### config.mk
export PLATFORM = sky130hd
export DESIGN_NAME = snake_game_ctrl
export DESIGN_NICKNAME = d
export VERILOG_FILES = /design/src/rtl/snake_game_ctrl.sv
export SDC_FILE = /design/constraint.sdc
export NUM_CORES = 1
export LEC_CHECK = 0
export ABC_AREA = 1
export CAP_MARGIN = 5
export CORE_ASPECT_RATIO = 1.1
export CORE_MARGIN = 2
export CORE_UTILIZATION = 63
export CTS_CLUSTER_DIAMETER = 150
export CTS_CLUSTER_SIZE = 12
export DETAILED_ROUTE_END_ITERATION = 12
export PLACE_DENSITY = 0.86
export RECOVER_POWER = 100
export SLEW_MARGIN = 20
export SYNTH_ARGS = -nofsm -noshare
export SYNTH_HDL_FRONTEND = slang
export SYNTH_SLANG_ARGS = --single-unit
### constraint.sdc
create_clock -name clk -period 6.7 [get_ports clk]
set_clock_uncertainty 0.05 [all_clocks]
set_input_delay 1.34 -clock clk [delete_from_list [all_inputs] [get_ports clk]]
set_output_delay 1.34 -clock clk [all_outputs]
set_load 0.005 [all_outputs]
### src/rtl/snake_game_ctrl.sv
// Game-flow controller for the snake game: RESTART/START/PLAY/DIE sequencing,
// death flash timing, and BCD score / best-score keeping.
module snake_game_ctrl #(
    parameter int unsigned FLASH_HALF     = 12_500_000,
    parameter int unsigned FLASH_TOGGLES  = 8,
    parameter int unsigned RESTART_CYCLES = 2
) (
    input  logic       clk,
    input  logic       rst,
    input  logic       start_press,
    input  logic       hit_wall,
    input  logic       hit_body,
    input  logic       add_cube,
    output logic [1:0] game_status,
    output logic       die_flash,
    output logic [3:0] score_tens,
    output logic [3:0] score_ones,
    output logic [3:0] best_tens,
    output logic [3:0] best_ones,
    output logic       new_record
);

    localparam int unsigned FW = (FLASH_HALF > 1) ? $clog2(FLASH_HALF) : 1;
    localparam int unsigned TW = (FLASH_TOGGLES > 1) ? $clog2(FLASH_TOGGLES) : 1;
    localparam int unsigned RW = (RESTART_CYCLES > 1) ? $clog2(RESTART_CYCLES) : 1;

    typedef enum logic [1:0] {
        ST_RESTART = 2'b00,
        ST_START   = 2'b01,
        ST_PLAY    = 2'b10,
        ST_DIE     = 2'b11
    } state_t;

    state_t          r_state;
    logic            r_flash;
    logic [FW-1:0]   r_flash_cnt;
    logic [TW-1:0]   r_toggle_cnt;
    logic [RW-1:0]   r_restart_cnt;
    logic [3:0]      r_score_tens;
    logic [3:0]      r_score_ones;
    logic [3:0]      r_best_tens;
    logic [3:0]      r_best_ones;
    logic            r_new_record;
    logic            r_sync1;
    logic            r_sync2;
    logic            r_start_prev;
    logic            r_start_edge;
    logic            r_add_prev;

    logic            w_add_edge;
    logic            w_hit;
    logic [3:0]      w_inc_tens;
    logic [3:0]      w_inc_ones;
    logic [3:0]      w_final_tens;
    logic [3:0]      w_final_ones;

    assign w_add_edge = add_cube & ~r_add_prev;
    assign w_hit      = hit_wall | hit_body;

    // Saturating BCD increment of the current score
    always_comb begin
        w_inc_tens = r_score_tens;
        w_inc_ones = r_score_ones;
        if (!(r_score_tens == 4'd9 && r_score_ones == 4'd9)) begin
            if (r_score_ones == 4'd9) begin
                w_inc_ones = 4'd0;
                w_inc_tens = r_score_tens + 4'd1;
            end else begin
                w_inc_ones = r_score_ones + 4'd1;
            end
        end
    end

    assign w_final_tens = w_add_edge ? w_inc_tens : r_score_tens;
    assign w_final_ones = w_add_edge ? w_inc_ones : r_score_ones;

    // start_press synchroniser with a registered rising-edge pulse; add_cube history
    always_ff @(posedge clk or negedge rst) begin
        if (!rst) begin
            r_sync1      <= 1'b0;
            r_sync2      <= 1'b0;
            r_start_prev <= 1'b0;
            r_start_edge <= 1'b0;
            r_add_prev   <= 1'b0;
        end else begin
            r_sync1      <= start_press;
            r_sync2      <= r_sync1;
            r_start_prev <= r_sync2;
            r_start_edge <= r_sync2 & ~r_start_prev;
            r_add_prev   <= add_cube;
        end
    end

    // Game FSM with score, best and flash bookkeeping
    always_ff @(posedge clk or negedge rst) begin
        if (!rst) begin
            r_state       <= ST_RESTART;
            r_flash       <= 1'b1;
            r_flash_cnt   <= '0;
            r_toggle_cnt  <= '0;
            r_restart_cnt <= '0;
            r_score_tens  <= 4'd0;
            r_score_ones  <= 4'd0;
            r_best_tens   <= 4'd0;
            r_best_ones   <= 4'd0;
            r_new_record  <= 1'b0;
        end else begin
            r_new_record <= 1'b0;
            case (r_state)
                ST_RESTART: begin
                    r_flash <= 1'b1;
                    if (r_restart_cnt == RW'(RESTART_CYCLES - 1)) begin
                        r_restart_cnt <= '0;
                        r_state       <= ST_START;
                    end else begin
                        r_restart_cnt <= r_restart_cnt + RW'(1);
                    end
                end
                ST_START: begin
                    if (r_start_edge) begin
                        r_state <= ST_PLAY;
                    end
                end
                ST_PLAY: begin
                    r_score_tens <= w_final_tens;
                    r_score_ones <= w_final_ones;
                    if (w_hit) begin
                        r_state      <= ST_DIE;
                        r_flash      <= 1'b1;
                        r_flash_cnt  <= '0;
                        r_toggle_cnt <= '0;
                        // Final score already includes a same-cycle apple
                        if ({w_final_tens, w_final_ones} > {r_best_tens, r_best_ones}) begin
                            r_best_tens  <= w_final_tens;
                            r_best_ones  <= w_final_ones;
                            r_new_record <= 1'b1;
                        end
                    end
                end
                ST_DIE: begin
                    if (r_flash_cnt == FW'(FLASH_HALF - 1)) begin
                        r_flash_cnt <= '0;
                        if (r_toggle_cnt == TW'(FLASH_TOGGLES - 1)) begin
                            r_state       <= ST_RESTART;
                            r_flash       <= 1'b1;
                            r_toggle_cnt  <= '0;
                            r_restart_cnt <= '0;
                            r_score_tens  <= 4'd0;
                            r_score_ones  <= 4'd0;
                        end else begin
                            r_toggle_cnt <= r_toggle_cnt + TW'(1);
                            r_flash      <= ~r_flash;
                        end
                    end else begin
                        r_flash_cnt <= r_flash_cnt + FW'(1);
                    end
                end
            endcase
        end
    end

    assign game_status = r_state;
    assign die_flash   = r_flash;
    assign score_tens  = r_score_tens;
    assign score_ones  = r_score_ones;
    assign best_tens   = r_best_tens;
    assign best_ones   = r_best_ones;
    assign new_record  = r_new_record;

endmodule

* After elaboration in Yosys (flattened, before gate mapping) *
Cells that the tools add are included.

operators by class
  equal/unequal tests = 12
  magnitude comparators = 1
  reductions and logical operators = 12
  bitwise gates (word level) = 6
  muxes and demuxes = 34
  add/subtract/negate cells = 5

operators by type and width
  operator                 count
  $mux W24                 2
  $pmux W24 S2             1
  $mux W4                  8
  $add A24 B1 Y24 const B  1
  $eq A24 B24 Y1 const B   1
  $pmux W4 S2              2
  $reduce_and A3 Y1        5
  $mux W2                  5
  $ne A2 B2 Y1 const B     5
  $mux W1                  9
  $mux W3                  3
  $add A4 B1 Y4 const B    2
  $eq A4 B4 Y1 const B     2
  $gt A8 B8 Y1             1
  $pmux W2 S4              1
  $pmux W3 S2              1
  $reduce_and A5 Y1        1
  $eq A2 B2 Y1 const B     2
  $reduce_bool A2 Y1       2
  $add A3 B1 Y3 const B    1
  $eq A3 B3 Y1 const B     1
  $not A1 Y1               3
  $pmux W1 S3              1
  $reduce_bool A3 Y1       1
  8 further kinds          9

storage, ports and cells
  bits of input ports = 6
  output and inout port bits = 20
  word-level logic and storage cells = 85
  bits in registers = 53

* Longest topological paths before layout *
Gate-level depths: netlist (run 1).

  word-level depth = 8
  depth in mapped cells = 17
  depth with buffers taken out = 17

* Least setup slack after synthesis (run 1) *
OpenSTA, ideal clock, no wires.

  path kind = input-to-reg
  from = in add_cube
  to = reg r_best_ones[0], in the netlist best_ones[0]
  buffers on the path = 0
  required time = 6533 ps
  arrival = 2945 ps
  setup time = 117 ps
  path slack = 3588 ps
  stages = 15
  cell sequence = inv_1 nor2_2 nand2_1 nand2_1 o22ai_1 ha_1 inv_1 nor2_1 nor2_1 o21ai_0 nand2_1 nand2_1 nand2_1 nand2_1 nand2_1

between the ends
  cells in the longest elaborated chain, start to end = 4
  elaborated cells between the ends (all ways) = 5
  classes of those cells = order compare (1); mux (2); bitwise (1); reduce/logical (1)

RTL lines
  element                             RTL line  text
  from (decl)                         13        input logic add_cube,
  $and A1 B1 Y1                       57        assign w_add_edge = add_cube & ~r_add_prev;
  $mux W4                             75        assign w_final_ones = w_add_edge ? w_inc_ones : r_score_ones;
  via w_final_ones[1]                 55        logic [3:0] w_final_ones;
  $gt A8 B8 Y1                        133       if ({w_final_tens, w_final_ones} > {r_best_tens, r_best_ones}) begin
  $reduce_and A3 Y1 (no source line)  --
  to (signal assigned)                135       r_best_ones <= w_final_ones;
  to (decl)                           42        logic [3:0] r_best_ones;

The timed path passes the listed nets, and every way through them passes these cells.
A chain may end at the register's enable or synchronous reset.

* Worst setup path in the final report (run 1) *
  from = in hit_wall
  to = reg r_flash_cnt[7]

between the ends
  cells in the longest elaborated chain, start to end = 3

RTL lines
  element                             RTL line  text
  from (decl)                         11        input logic hit_wall,
  $or A1 B1 Y1                        58        assign w_hit = hit_wall | hit_body;
  $ne A2 B2 Y1 (no source line)       --
  $reduce_and A2 Y1 (no source line)  --
  to (signal assigned)                155       r_flash_cnt <= r_flash_cnt + FW'(1);
  to (decl)                           36        logic [FW-1:0] r_flash_cnt;

No other way between the ends.

==> results of run 1 <==
critical path: stages:
cell           delay [ns]
dlygate4sd3_1        0.54
inv_1                0.08
nand3_1              0.20
nand2_1              0.64
clkinvlp_2           0.61
nand2_1              0.56
inv_1                0.24
nor2_1               0.16
stage by stage:
stage | hold WS [ns] | setup slack [ns]
finish | 0.311 | 2.52
global route | 0.317 | 2.21
CTS | 0.314 | 3.05
detailed placement | 0.289 | 2.73
global placement | 0.286 | 2.89
floorplan | 0.281 | 3.59
synth_stat cells (all sizes together):
cell,instances,share of area
nand2,162,0.19
buf,5,0.011
dfrtp,52,0.38
inv,58,0.064
dfstp,1,0.0077
o21ai,18,0.035
xor2,4,0.010
nand3b,3,0.0066
o22ai,3,0.0055
nor2,72,0.090
a21oi,8,0.013
clkinv,1,0.0011
o41ai,1,0.0026
nand4,13,0.024
and2,2,0.0037
o21bai,2,0.0044
ha,20,0.073
nand3,36,0.057
o21a,2,0.0044
xnor2,3,0.0077
or2,2,0.0037
nor3,1,0.0015
layout make-up:
class	count	area [µm²]	share of cell area
multi-input combinational	352	1780	0.471
sequential	53	1330	0.351
timing repair buffer	26	249	0.0659
inverter	59	223	0.0589
tap	75	93.8	0.0248
clock buffer	6	72.6	0.0192
clock inverter	2	35.0	0.00927
state kept, by name, summed over array words and instances, names as in the netlist, 2 cells and up:
| name | flops |
|---|---|
| best_ones | 4 |
| best_tens | 4 |
| game_status | 2 |
| r_flash_cnt | 24 |
| r_toggle_cnt | 3 |
| score_ones | 4 |
| score_tens | 4 |
per-layer routing:
metal,part of all wire,GRT usage,routed length (µm),vias to the layer above
met5,0,0,0,-
met4,0.028,0.125,209,0
met3,0.037,0.0385,275,20
met2,0.51,0.499,3850,77
met1,0.42,0.328,3180,1429
li1,-,-,-,1538
cells by family (layout without fill, tap and decap cells):
group,Yosys count,count (layout)
adders and majority gates,20,20
and+or+nand+nor,291,291
buffers and inverters,64,93
AOI/OAI and AO/OA,34,34
DFF,53,53
xor gates and xnor gates,7,7
path summary, 6_finish.rpt:
path / depth (start not counted) / start / to
max in group asynchronous: 2 / rst / r_flash_cnt[6]
min in group asynchronous: 2 / rst / score_ones[1]
worst min register to register: 0 / r_sync1 / r_sync2
worst max-delay path: 8 / hit_wall / r_flash_cnt[7]
worst min-delay path: 0 / r_sync1 / r_sync2
worst max register to register: 8 / game_status[0] / r_flash_cnt[7]
power breakdown:
part	switching [W]	total, W	internal, W
Clock	0.000106	0.000217	0.000111
Combinational	0.000339	0.000527	0.000188
Sequential	0.0000598	0.000437	0.000377
Total	0.000504	0.00118	0.000676
==> metrics.md, run 1 <==
| Metric | Value |
|---|---|
| Final WL | 7520 µm |
| Postcts setup bufs | 0 |
| DR iter-0 viols | around 160 |
| Post-synth net total | approximately 500 |
| Final nets | about 520 |
| Hold Fails Final Rpt | 0 |
| HP Class | reg -> reg |
| Period utilization | 0.624 |
| CTS Sinks | 53 |
| Count of unique library cells instantiated by Yosys | 33 |
| Clock latency on the worst-skew pair | approximately 0.31 ns |
| CTS tree | built |
| Xor and xnor area share after synthesis | 0.0180 |
| Syn-to-layout area delta | 10.7% |
| Crit path max fanout | 17 |
| Routed vias | 3064 |
| Fillers | around 450 |
| Fin cells | around 570 |
| Commonest non-fill, non-tap cells in the layout | 153 x nand2_1, 65 x nor2_1, 55 x inv_1 |
| Worst Path Required | slightly below 7 ns |
| VDD IR max | 173 µV |
| Violated checks | max-capacitance violations, max-slew violations |
| Die ar. | roughly 0.0060 mm² |
| DRC | 0 |
| Initial antenna violation count | 0 |
| Drt first pass iters | 5 |
| Max Freq | roughly 0.24 GHz |
| Measured slew at the worst slew-check pin | between 2 and 3 ns |
| Via-to-Cell Ratio | between 5 and 6 |
| CP startpoint kind | primary input |
| H-tree lvl count | 2 |
| CTS Buf Count | 5 |
| Final estimated routing congestion in global placement | just over 0.9 |
| Initial Utilization | 0.645 |
| Synth Area in Simple Gates | 0.379 |
| Complex-gate fraction of the synthesized area | 0.0649 |
| Main combinational cell family by area after synthesis | simple AND/OR/NAND/NOR gates |
| Power, Total | around 0.0012 W |
| Final ANT Viol Nets | 0 |
| Area of placed instances | between 0.003 and 0.004 mm² |
| Clock period minus worst slack | ~4.2 ns |
| Data arrival time of the worst path | ~4.4 ns |
| Power per Cell Area | between 300 and 400 mW/mm² |
| Design area | ~0.0038 mm² |
| Wire per inst | around 13 µm |
| Post-Synthesis Cells | roughly 470 |
| Vias in the first global route | 3087 |
| RSZ-0062 raised after global routing | false |
| Pin count of the biggest net entering global routing | 54 |
| Leak | ~1.9 nW |
| Synthesized area per cell | ~7.3 µm² |
| Outcome | finished with violations |
| Mapped cell area | 0.00341 mm² |
| R2r setup slk | 3.10 ns |
| Rel. slew slack | -0.901 |
| Share of post-route cells with drive strength above 1 | 0.0683 |
| Total I/O pin count | 26 |
| Setup TNS | 0 ns |
| Number of diodes | 0 |
| Kind of critical path | in -> reg |
| Adder-Cell Fraction of Synth Area | 0.0733 |
| First-pass GRT wire length | 13100 µm |
| Setup-failing EPs final | 0 |
| Hold Buf Count CTS | 0 |
| #FFs+latches synth | 53 |
| Mux contribution to synthesized area | 0 |
| Port Buffers | 25 |
| DPL Wire Length | ~5500 µm |
| Placed insts | between 500 and 600 |
| Total GRT Usage | 0.279 |
| CTS root buf | clkbuf_8 |
| Ys Warns | 0 |
| Critical Path Sink Type | flip-flop |
| Fin util | 0.714 |
| CTS max path bufs | 2 |
| Post-synthesis sequential area ratio | 0.389 |
| CTS resizes | 0 |
| Core Box Area | between 0.005 and 0.006 mm² |
| Slew Viols, Final | 54 |
| Overflow after GRT | 0 |
| Commonest non-fill, non-tap cell in the layout | nand2_1 |
| Die width | around 74 µm |
| Die boundary height | approximately 81 µm |
| Max-capacitance violation count | 1 |
| Num rows | 28 |
| Clock transition at path regs | about 0.090 ns |
(Power assumes the default switching activity.)
==> inputs of run 2 (changes only) <==
Settings changed: CORE_UTILIZATION 63 to 53, PLACE_DENSITY 0.86 to 0.77.
Clock period 6.7 ns to 3.5 ns, I/O delays scaled along.
==> metrics.md, run 2 (synthesized netlist as in run 1, its figures left out) <==
| Metric | Value |
|---|---|
| Outcome | finished clean |
| Crit path max fanout | 9 (-8) |
| Power, Total | 0.00221 W (+87%) |
| CTS Sinks | 53 (unchanged) |
| Share of post-route cells with drive strength above 1 | 0.0780 (+0.00973) |
| Fin util | 0.613 (-0.101) |
| CTS tree | built |
| Period utilization | 0.900 |
| Port Buffers | 25 (unchanged) |
| Largest Register | r_flash_cnt |
| CTS root buf | clkbuf_8 |
| Final nets | 525 (+0.38%) |
| Most frequent CP cell | nand2_1 |
| Final estimated routing congestion in global placement | 0.921 (+1.5%) |
| Drt first pass iters | 8 (+3) |
| Die width | 80.5 µm (+8.5%) |
| Slew Viols, Final | 0 (-100%) |
| Routed vias | 3021 (-1.4%) |
| Initial antenna violation count | 0 (unchanged) |
| Leak | 1.88 nW (about the same) |
| Total I/O pin count | 26 (unchanged) |
| First-pass GRT wire length | 12400 µm (-5.1%) |
| RSZ-0062 raised after global routing | false |
| DRC | 0 (unchanged) |
| Crit path from | add_cube |
| Data arrival time of the worst path | 3.30 ns (-1.07 ns) |
| DPL Wire Length | 5450 µm (-0.13%) |
| Fillers | 585 (+30%) |
| Hold Buf Count CTS | 0 (unchanged) |
| Max Freq | 0.318 GHz |
| Wire length on met2 | 3470 µm (-10%) |
| Pin count of the biggest net entering global routing | 26 (-52%) |
| Worst r2r path cells | 8 (unchanged) |
| CP peak stage delay | 0.58 ns (-0.06 ns) |
| Wire length on met3 | 295 µm (+7.3%) |
| Num rows | 30 (+7.1%) |
| Clock transition at path regs | 0.10 ns (about the same) |
| Setup TNS | 0 ns (unchanged) |
| Die boundary height | 88.2 µm (+8.6%) |
| Register Area | 0.00133 mm² (unchanged) |
| Critical Path Sink Type | flip-flop |
| CTS max path bufs | 2 (unchanged) |
| Critical path's top delay family | simple AND/OR/NAND/NOR gates |
| H-tree lvl count | 2 (unchanged) |
| Power per Cell Area | 582 mW/mm² (+86%) |
| CP startpoint kind | primary input |
| R2r setup slk | 0.45 ns (-2.65 ns) |
| Syn-to-layout area delta | 11.2% |
| CTS resizes | 0 (unchanged) |
| Max-capacitance violation count | 0 (-1) |
| DRT met1 WL | 3210 µm (+0.97%) |
| Wire per inst | 12.3 µm (-6.4%) |
| Measured slew at the worst slew-check pin | 1.41 ns (-1.44 ns) |
| Area of the multi-input gates | 0.00180 mm² (+1.1%) |
| DR iter-0 viols | 170 (+4.3%) |
| Buf+Inv Stages, Crit Path | 3 (-1) |
| Overflow after GRT | 0 (unchanged) |
| Setup-failing EPs final | 0 (unchanged) |
| Total GRT Usage | 0.223 (-0.0560) |
| Vias in the first global route | 2838 (-8.1%) |
| Clock period minus worst slack | about 3.1 ns |
| Postcts setup bufs | 0 (unchanged) |
| Setup crit end | best_tens[1] |
| Rel. slew slack | 0.0613 (+0.962) |
| Max FFs per register | 24 (unchanged) |
| Kind of critical path | in -> reg |
| Uppermost layer routed | met4 |
| Crit Reg-Reg Endpoint | r_flash_cnt[15] |
| CP max-delay cell | dlygate4sd3_1 |
| VDD IR max | 286 µV (+65%) |
| Final WL | 7130 µm (-5.2%) |
| Commonest non-fill, non-tap cells in the layout | 153 x nand2_1, 64 x nor2_1, 55 x inv_1 |
| Reg-to-Reg Start | game_status[0] |
| Clock latency on the worst-skew pair | 0.31 ns (about the same) |
| Die ar. | 0.00710 mm² (+18%) |
| Core Box Area | 0.00619 mm² (+17%) |
| CTS Buf Count | 5 (unchanged) |
| Hold Fails Final Rpt | 0 (unchanged) |
| Final ANT Viol Nets | 0 (unchanged) |
| Worst Path Required | 3.65 ns (-3.23 ns) |
| Levels on crit path | 16 (+8) |
| Cells along the critical path | dlygate4sd3_1 -> inv_1 -> nor2_2 -> nand2_1 -> nand2_1 -> o22ai_1 -> ha_1 -> inv_1 -> nor2_1 -> nor2_1 -> o21ai_0 -> nand2_1 -> nand2_1 -> nand2_1 -> nand2_1 -> nand2_1 |
| HP Class | reg -> reg |
| Via-to-Cell Ratio | 5.21 (-2.6%) |
| Number of diodes | 0 (unchanged) |
| Initial Utilization | 0.551 (-0.0941) |
| Commonest non-fill, non-tap cell in the layout | nand2_1 |
==> run 2: worst min path at each step <==
stage,slack (ns),end,depth (start not counted),start
global route,0.32,r_sync2,0,r_sync1
floorplan,0.28,r_sync2,0,r_sync1
CTS,0.32,r_sync2,0,r_sync1
global placement,0.29,r_sync2,0,r_sync1
finish,0.31,r_sync2,0,r_sync1
detailed placement,0.29,r_sync2,0,r_sync1
==> run 2: metal layers <==
layer / track usage / up-vias
met3: 0.0320 / 12
li1: - / 1544
met1: 0.273 / 1378
met4: 0.0955 / 0
met5: 0 / -
met2: 0.391 / 87
==> run 2: layout make-up <==
class / instances / area share
Multi-Input combinational cell: 352 / 0.473
Sequential cell: 53 / 0.350
Tap cell: 80 / 0.0264
Clock inverter: 3 / 0.00659
Timing Repair Buffer: 28 / 0.0672
Clock buffer: 5 / 0.0181
Inverter: 59 / 0.0590
==> run 2: metrics by stage <==
stage / cells / hold WS, ns / instance area (µm²) / worst slack (ns)
after CTS: 580 / 0.318 / 3840 / 0.482
after detailed placement: 572 / 0.292 / 3740 / 0.150
final: 580 / 0.314 / 3800 / 0.351
after floorplan: 469 / 0.281 / 3410 / 1.03
after global placement: 572 / 0.285 / 3740 / 0.305
after global routing: 580 / 0.322 / 3800 / 0.0957
==> run 2: power by group <==
group,switching [W],total [W],leakage [nW],internal (W)
Combinational,0.000644,0.00101,1.13,0.000366
Sequential,0.000114,0.000836,0.707,0.000722
Clock,0.000220,0.000365,0.0447,0.000145
Total,0.000978,0.00221,1.88,0.00123
==> inputs of run 3 (changes only) <==
Settings changed: CORE_UTILIZATION 53 to 45, PLACE_DENSITY 0.77 to 0.68.
==> metrics.md, run 3 (synthesized netlist as in run 1, its figures left out) <==
| Metric | Value |
|---|---|
| CP startpoint kind | primary input |
| P_int | 0.00123 W (about the same) |
| Max-capacitance violation count | 1 (+1) |
| CTS root buf | clkbuf_8 |
| VDD IR max | 290 µV (+1.3%) |
| Fillers | 719 (+23%) |
| Die ar. | 0.00830 mm² (+17%) |
| M3 GR Usage | 0.0277 (-0.00425) |
| HP Class | reg -> reg |
| Measured slew at the worst slew-check pin | 1.81 ns (+0.398 ns) |
| Crit path max fanout | 9 (unchanged) |
| Design area | 0.00378 mm² (-0.33%) |
| Slew Viols, Final | 35 (+35) |
| Critical Path Sink Type | flip-flop |
| Outcome | finished with violations |
| CTS Sinks | 53 (unchanged) |
| Core Box Area | 0.00739 mm² (+19%) |
| Port Buffers | 25 (unchanged) |
| DRC | 0 (unchanged) |
| Number of diodes | 0 (unchanged) |
| Share of post-route cells with drive strength above 1 | 0.0719 (-0.00614) |
| Initial Utilization | 0.462 (-0.0893) |
| Register share of total power | 0.384 (+0.006) |
| Leak | 1.88 nW (+0.11%) |
| Wire per inst | 12.2 µm (-1.1%) |
| Hold Fails Final Rpt | 0 (unchanged) |
| CTS max path bufs | 2 (unchanged) |
| Hold Buf Count CTS | 0 (unchanged) |
| Final nets | 526 (+0.19%) |
| First-pass GRT wire length | 12400 µm (-0.34%) |
| CTS tree | built |
| Sw Share | 0.432 (-0.0104) |
| Clock latency on the worst-skew pair | 0.32 ns (about the same) |
| Clock period minus worst slack | 3.01 ns (-0.136 ns) |
| Violated checks | max-capacitance violations, max-slew violations |
| Data arrival time of the worst path | 3.16 ns (-0.14 ns) |
| Vias in the first global route | 2810 (-0.99%) |
| Largest Register | r_flash_cnt |
| Setup-failing EPs final | 0 (unchanged) |
| Max FFs per register | 24 (unchanged) |
| Power per Cell Area | 574 mW/mm² (-1.4%) |
| Die boundary height | 95.4 µm (+8.1%) |
| Max Freq | 0.332 GHz (+4.5%) |
| DPL Wire Length | 5480 µm (+0.70%) |
| Kind of critical path | in -> reg |
| CTS resizes | 0 (unchanged) |
| Rel. slew slack | -0.204 (-0.265) |
| H-tree lvl count | 2 (unchanged) |
| Area of placed instances | 0.00376 mm² (+0.43%) |
| Clock transition at path regs | 0.09 ns (about the same) |
| Drt first pass iters | 4 (-4) |
| Clock share of power | 0.157 (-0.008) |
| Overflow after GRT | 0 (unchanged) |
| Postcts setup bufs | 0 (unchanged) |
| Num rows | 33 (+10%) |
| GRT Max-Usage Layer | met2 |
| Period utilization | 0.861 (-0.0387) |
| Final ANT Viol Nets | 0 (unchanged) |
| Final estimated routing congestion in global placement | 0.927 (+0.66%) |
| Total GRT Usage | 0.187 (-0.0357) |
| Met2 Use GR | 0.332 (-0.0588) |
| CTS Buf Count | 5 (unchanged) |
| Final WL | 7150 µm (+0.28%) |
| Worst Path Required | 3.65 ns (about the same) |
| Commonest non-fill, non-tap cells in the layout | 154 x nand2_1, 64 x nor2_1, 55 x inv_1 |
| DR iter-0 viols | 95 (-44%) |
| Die width | 87.1 µm (+8.1%) |
| Syn-to-layout area delta | 10.8% |
| Initial antenna violation count | 0 (unchanged) |
| Setup TNS | 0 ns (unchanged) |
| Pin count of the biggest net entering global routing | 35 (+35%) |
| Via-to-Cell Ratio | 5.05 (-3.1%) |
| Met1 Resource Use GR | 0.226 (-0.0470) |
| Commonest non-fill, non-tap cell in the layout | nand2_1 |
| Routed vias | 2969 (-1.7%) |
| RSZ-0062 raised after global routing | false |
| Net switching power | 0.000939 W (-4.0%) |
| Total I/O pin count | 26 (unchanged) |
| Comb power frac | 0.459 (+0.002) |
-- run 3: through the flow --
step,instances,hold slack (ns),util,power [W],worst slack (ns)
3_3_place_gp,580,0.286,0.509,0.00191,0.304
4_1_cts,588,0.310,0.520,0.00228,0.511
6_report,588,0.305,0.512,0.00217,0.487
3_5_place_dp,580,0.289,0.509,0.00194,0.200
2_1_floorplan,469,0.281,-,0.00159,1.03
5_1_grt,588,0.312,0.512,0.00238,0.0840
-- run 3: final timing paths --
path / start / end / slack, ns / depth (start not counted)
min in group asynchronous: rst / score_tens[0] / 0.79 / 1
max in group asynchronous: rst / r_flash_cnt[23] / 0.86 / 2
hold / removal: r_sync1 / r_sync2 / 0.31 / 0
hold reg to reg: r_sync1 / r_sync2 / 0.31 / 0
setup reg to reg: game_status[1] / r_flash_cnt[11] / 0.53 / 10
setup / recovery: add_cube / best_tens[1] / 0.49 / 16
-- run 3: cell type report --
cell class,count,area [µm²],area share
repair buffers,29,267,0.0704
well taps,87,109,0.0288
clock buffers,7,76.3,0.0202
clock inverters,1,5.00,0.00132
inverters,59,224,0.0592
flip-flops and latches,53,1330,0.351
multi-input cells,352,1780,0.469
-- run 3: per-layer routing --
metal,up-vias,part of all wire
met5,-,0
met3,15,0.026
met1,1363,0.47
met2,55,0.48
li1,1536,-
met4,0,0.025
-- run 3: power groups by stage --
stage	sequential, W	combinational, W	clock, W
3_3_place_gp	0.000846	0.00107	0
4_1_cts	0.000840	0.00109	0.000351
5_1_grt	0.000854	0.00115	0.000375
6_report	0.000835	0.000996	0.000341
3_5_place_dp	0.000852	0.00109	0
2_1_floorplan	0.000835	0.000750	0
-- run 3: critical path, cell delays in order --
cell	delay [ns]
clkdlybuf4s50_1	0.50
inv_1	0.06
nor2_2	0.22
nand2_1	0.15
nand2_1	0.10
o22ai_1	0.11
ha_1	0.31
inv_1	0.04
nor2_1	0.07
nor2_1	0.04
o21ai_0	0.14
nand2_1	0.07
nand2_1	0.21
nand2_1	0.26
nand2_1	0.13
nand2_1	0.05
